<file path="src/rtl/btb_update_queue_pkg.sv">
// Shared predictor types for the BTB update queue.
// Holds the queued update record and the default queue geometry.
package btb_update_queue_pkg;

  localparam int BTB_PC_BITS  = 32;
  localparam int BTB_UQ_DEPTH = 4;

  typedef struct packed {
    logic [BTB_PC_BITS-1:0] pc;
    logic [BTB_PC_BITS-1:0] target;
    logic                   taken;
  } btb_upd_t;

endpackage

</file>
<file path="src/rtl/btb_update_queue.sv">
// Queues resolved-branch updates and drains one per cycle into the BTB.
// Ports: clk/rst_n (sync, active low); valid_in/ready_out/pc_in/target_in/
// taken_in offer an update; hold stalls draining; Wr_En/Orig_PC/Target_PC
// write the BTB; invalidate/pc_invalid remove a line; count_out = occupancy.
module btb_update_queue
  import btb_update_queue_pkg::*;
#(
  parameter int PC_BITS = BTB_PC_BITS,
  parameter int DEPTH   = BTB_UQ_DEPTH
) (
  input  logic                     clk,
  input  logic                     rst_n,
  input  logic                     valid_in,
  output logic                     ready_out,
  input  logic [PC_BITS-1:0]       pc_in,
  input  logic [PC_BITS-1:0]       target_in,
  input  logic                     taken_in,
  input  logic                     hold,
  output logic                     Wr_En,
  output logic [PC_BITS-1:0]       Orig_PC,
  output logic [PC_BITS-1:0]       Target_PC,
  output logic                     invalidate,
  output logic [PC_BITS-1:0]       pc_invalid,
  output logic [$clog2(DEPTH):0]   count_out
);

  localparam int AW = $clog2(DEPTH);
  localparam int CW = AW + 1;

  btb_upd_t mem [DEPTH];

  logic [AW-1:0] wr_ptr;
  logic [AW-1:0] rd_ptr;
  logic [AW-1:0] young_ptr;
  logic [CW-1:0] count;

  logic     accept;
  logic     pop;
  logic     merge;
  logic     push;
  btb_upd_t head;

  assign young_ptr = wr_ptr - AW'(1);
  assign ready_out = (count != CW'(DEPTH));
  assign accept    = valid_in & ready_out;
  assign pop       = (count != '0) & ~hold;

  // Folding into the youngest entry is only safe while it stays queued;
  // if it is the head being drained now, the update must be re-queued.
  assign merge = accept & (count != '0)
               & ~(pop & (young_ptr == rd_ptr))
               & (mem[young_ptr].pc[PC_BITS-1:0] == pc_in);

  assign push = accept & ~merge;

  assign head       = mem[rd_ptr];
  assign Orig_PC    = head.pc[PC_BITS-1:0];
  assign Target_PC  = head.target[PC_BITS-1:0];
  assign pc_invalid = head.pc[PC_BITS-1:0];
  assign Wr_En      = pop & head.taken;
  assign invalidate = pop & ~head.taken;
  assign count_out  = count;

  always_ff @(posedge clk) begin
    if (!rst_n) begin
      wr_ptr <= '0;
      rd_ptr <= '0;
      count  <= '0;
    end else begin
      if (push) wr_ptr <= wr_ptr + AW'(1);
      if (pop)  rd_ptr <= rd_ptr + AW'(1);
      count <= count + CW'(push) - CW'(pop);
    end
  end

  always_ff @(posedge clk) begin
    if (push) begin
      mem[wr_ptr].pc     <= BTB_PC_BITS'(pc_in);
      mem[wr_ptr].target <= BTB_PC_BITS'(target_in);
      mem[wr_ptr].taken  <= taken_in;
    end else if (merge) begin
      mem[young_ptr].target <= BTB_PC_BITS'(target_in);
      mem[young_ptr].taken  <= taken_in;
    end
  end

endmodule

</file>
<file path="config.mk">
export PLATFORM = sky130hd
export DESIGN_NAME = btb_update_queue
export DESIGN_NICKNAME = d
export VERILOG_FILES = /design/src/rtl/btb_update_queue_pkg.sv /design/src/rtl/btb_update_queue.sv
export SDC_FILE = /design/constraint.sdc
export NUM_CORES = 1
export LEC_CHECK = 0
export ABC_AREA = 1
export CELL_PAD_IN_SITES_DETAIL_PLACEMENT = 1
export CELL_PAD_IN_SITES_GLOBAL_PLACEMENT = 1
export CORE_UTILIZATION = 40
export DETAILED_ROUTE_END_ITERATION = 10
export GPL_ROUTABILITY_DRIVEN = 1
export PLACE_DENSITY_LB_ADDON = 0.1
export SYNTH_ARGS = -nofsm -noshare
export SYNTH_HDL_FRONTEND = slang
export SYNTH_SLANG_ARGS = --single-unit
</file>
<file path="constraint.sdc">
create_clock -name clk -period 11.75 [get_ports clk]
set_input_delay 3.525 -clock clk [delete_from_list [all_inputs] [get_ports clk]]
set_output_delay 3.525 -clock clk [all_outputs]
set_load 0.01 [all_outputs]
</file>
==> impl_metrics.tcl <==
set metrics [dict create \
    status "finished clean" \
    met2_length_um 18200 \
    synth_flop_cell "edfxtp_1" \
    cp_max_fo 4 \
    drc 0 \
    cts_hold_buffers 0 \
    power_frac_comb 0.323 \
    skew_ns 0.0150 \
    critical_path.top_delay_family "buffers and inverters" \
    maxCapViolations 0 \
    p_int_mw 2.19 \
    fin_nets 1437 \
    critPathSlowestCell "clkdlybuf4s50_1" \
    ys_types 31 \
    diodes 0 \
    leakagePower_nw 5.85 \
    final_hold_viol_count 0 \
    p_per_area_mw_per_mm2 212 \
    yosys.area_share.xor_xnor 0.00283 \
    crit_cells 5 \
    num_rows 64 \
    cts_tree "yes" \
    regToRegSetupSlack_ns 7.44 \
    wl_um 35400 \
    hp-class "reg -> reg" \
    core_area_mm2 0.0305 \
    grt_overflow 0 \
    reg2reg_from "wr_ptr[0]$_SDFFE_PN0P_" \
    crit_type "in -> out" \
    ys_seq_elements 269 \
    synthToLayoutAreaGrowth_pct 23.1 \
    required_ns 8.23 \
    relSlewSlack 0.424 \
    synth-compound-area-share 0.0918 \
    place_hpwl_um 21600 \
    tns_ns 0 \
    wire_per_inst_um 19.8 \
    grt_pass1_vias 9675 \
    antenna_found_initial 0 \
    critPathBufInv 3 \
    yosysSeqAreaShare 0.645 \
    synthArstFlopShare 0 \
    grt_use_total 0.228 \
    yosys_warnings 0 \
    r2r_cells 19 \
    syn_inst 1244 \
    critPathCapture "Wr_En" \
    grt_pass1_wl_um 54500 \
    grt_max_degree 77 \
    syn-cell-area_mm2 0.0124 \
    cp.arrival_ns 4.78 \
    crit_start "hold" \
    place_inst 1729 \
    worstPathCellList "clkdlybuf4s50_1, inv_1, nand2_1, nor2_1, clkdlybuf4s50_1" \
    root_buffer "clkbuf_16" \
    rsz0062_at_grt "false" \
    drt_iter0_drc 506 \
    ir_worst_vdd_mv 0.144 \
    synth-adder-area-share 0.00364 \
    top_layer_used "met4" \
    clk_latency_ns 0.55 \
    setup_violations 0 \
    min_period_over_period 0.707 \
    min_path_cells 2 \
    initial_core_util 0.406 \
    port_buffers 170 \
    synth_top_family_by_area "simple AND/OR/NAND/NOR gates" \
    dieHeight_um 178 \
    pwr-share-clk 0.302 \
    fin_cells 1785 \
    seq_power_share 0.375 \
    p_sw_mw 1.04 \
    synth_simple_gate_area_share 0.197 \
    vias 9330 \
    crit_path_frequent_cell "clkdlybuf4s50_1" \
    worst_setup_path_start_kind "input port" \
    clk_pin_slew_ns 0.06 \
    drive_above_1_share 0.0569 \
    r2r-end "count_out[2]$_SDFF_PN0_" \
    viasPerCell 5.23 \
    worst_slew_pin_slew_ns 0.864 \
    muxShareOfSynthArea 0 \
    clock_sinks 269 \
    postCtsSetupRepairBufs 0 \
    switching_share 0.321 \
    period_minus_slack_ns 8.30 \
    cts-buffers-inserted 30 \
    dr.pass1.iters 5 \
    postCtsResizedCells 0 \
    cts_buffer_depth 3 \
    max_freq_mhz 120 \
    wl_met3_um 1520 \
    gp_congestion 0.786 \
    h-tree-depth 1 \
    drtAntennaViolNets 0 \
    ioPinCount 171 \
    met1_length_um 15200 \
    critical-path-max-stage-delay_ns 0.55 \
    syn_avg_cell_area_um2 9.95 \
    drv_slew 0 \
    die_area_mm2 0.0317 \
    end_kind "output pin" \
    syn-num-nets 1316 \
    synth_edf_count 260 \
    fp.dieW_um 178 \
]
[per-layer routing]
metal	global-route usage	vias up
met3	0.0308	40
met4	0.0413	0
met5	0	-
met1	0.291	4624
li1	-	4463
met2	0.411	203
[tightest hold or removal path: stages (launching register included)]
cell and delay (ns):
dfxtp_1 0.31, inv_1 0.09, a21oi_1 0.08
[logic make-up (layout without fill, tap and decap cells)]
group,count (synthesis),after routing
AOI/OAI and AO/OA,208,208
buffers and inverters,144,289
adders and majority gates,3,3
xor gates and xnor gates,4,4
and+or+nand+nor,616,616
DFF,269,269
[stage by stage]
step	util	hold slack (ns)	setup WS, ns	area [um2]	power [mW]
after CTS	0.499	0.517	3.42	15200	3.26
after floorplan	-	0.470	4.40	12400	1.81
after global placement	0.466	0.494	3.51	14200	2.25
final	0.499	0.516	3.45	15200	3.23
after detailed placement	0.466	0.506	3.42	14200	2.28
after global routing	0.499	0.570	3.36	15200	3.39
[cell usage after synthesis, types with 2 or more instances]
library cell | count | share of area
a21oi_1 | 15 | 0.0061
buf_1 | 3 | 0.00091
buf_2 | 10 | 0.0040
buf_4 | 36 | 0.022
buf_6 | 5 | 0.0045
clkbuf_1 | 40 | 0.012
dfxtp_1 | 9 | 0.015
edfxtp_1 | 260 | 0.63
ha_1 | 2 | 0.0020
inv_1 | 46 | 0.014
inv_2 | 2 | 0.00061
nand2_1 | 384 | 0.12
nand2_4 | 3 | 0.0027
nand3_1 | 42 | 0.017
nand3b_1 | 9 | 0.0055
nor2_1 | 173 | 0.052
o21ai_0 | 128 | 0.052
o22ai_1 | 62 | 0.031
xnor2_1 | 2 | 0.0014
xor2_1 | 2 | 0.0014
[final cells by class]
cell class / count / area, um2
Clock buffer: 43 / 841
Clock inverter: 13 / 186
Fill cell: 3352 / 15300
Inverter: 50 / 196
Multi-Input combinational cell: 831 / 3720
Sequential cell: 269 / 8000
Tap cell: 396 / 495
Timing Repair Buffer: 183 / 1800
[placed cells by master, fill, tap and decap left out, drive strengths merged, types with 2 or more instances in the layout]
master and instances:
nand3b 10, ha 2, clkinv 9, inv 49
nand2 387, bufinv 5, xnor2 2, o21ai 129
nand3 43, clkbuf 43, edfxtp 260, xor2 2
dfxtp 9, a21oi 15, buf 13, nor2 174
clkdlybuf4s50 170, o22ai 62
[registers in the layout, summed over array words and instances (netlist names), named ones only]
name       flops
mem          260
rd_ptr         2
wr_ptr         2
count_out      3
[power by group through the flow]
| stage | clock, mW | sequential, mW | combinational (mW) |
|---|---|---|---|
| 2_1_floorplan | 0 | 1.19 | 0.611 |
| 3_3_place_gp | 0 | 1.23 | 1.03 |
| 3_5_place_dp | 0 | 1.23 | 1.05 |
| 4_1_cts | 0.988 | 1.21 | 1.06 |
| 5_1_grt | 1.03 | 1.22 | 1.14 |
| 6_report | 0.972 | 1.21 | 1.04 |
[worst min path at each step]
stage	from	end
after floorplan	rd_ptr[1]$_SDFFE_PN0P_	flip-flop
after global placement	rd_ptr[1]$_SDFFE_PN0P_	flip-flop
after detailed placement	rd_ptr[1]$_SDFFE_PN0P_	flip-flop
after CTS	rd_ptr[1]$_SDFFE_PN0P_	flip-flop
after global routing	rd_ptr[1]$_SDFFE_PN0P_	flip-flop
final	rd_ptr[1]$_SDFFE_PN0P_	flip-flop
(Power assumes the default switching activity.)
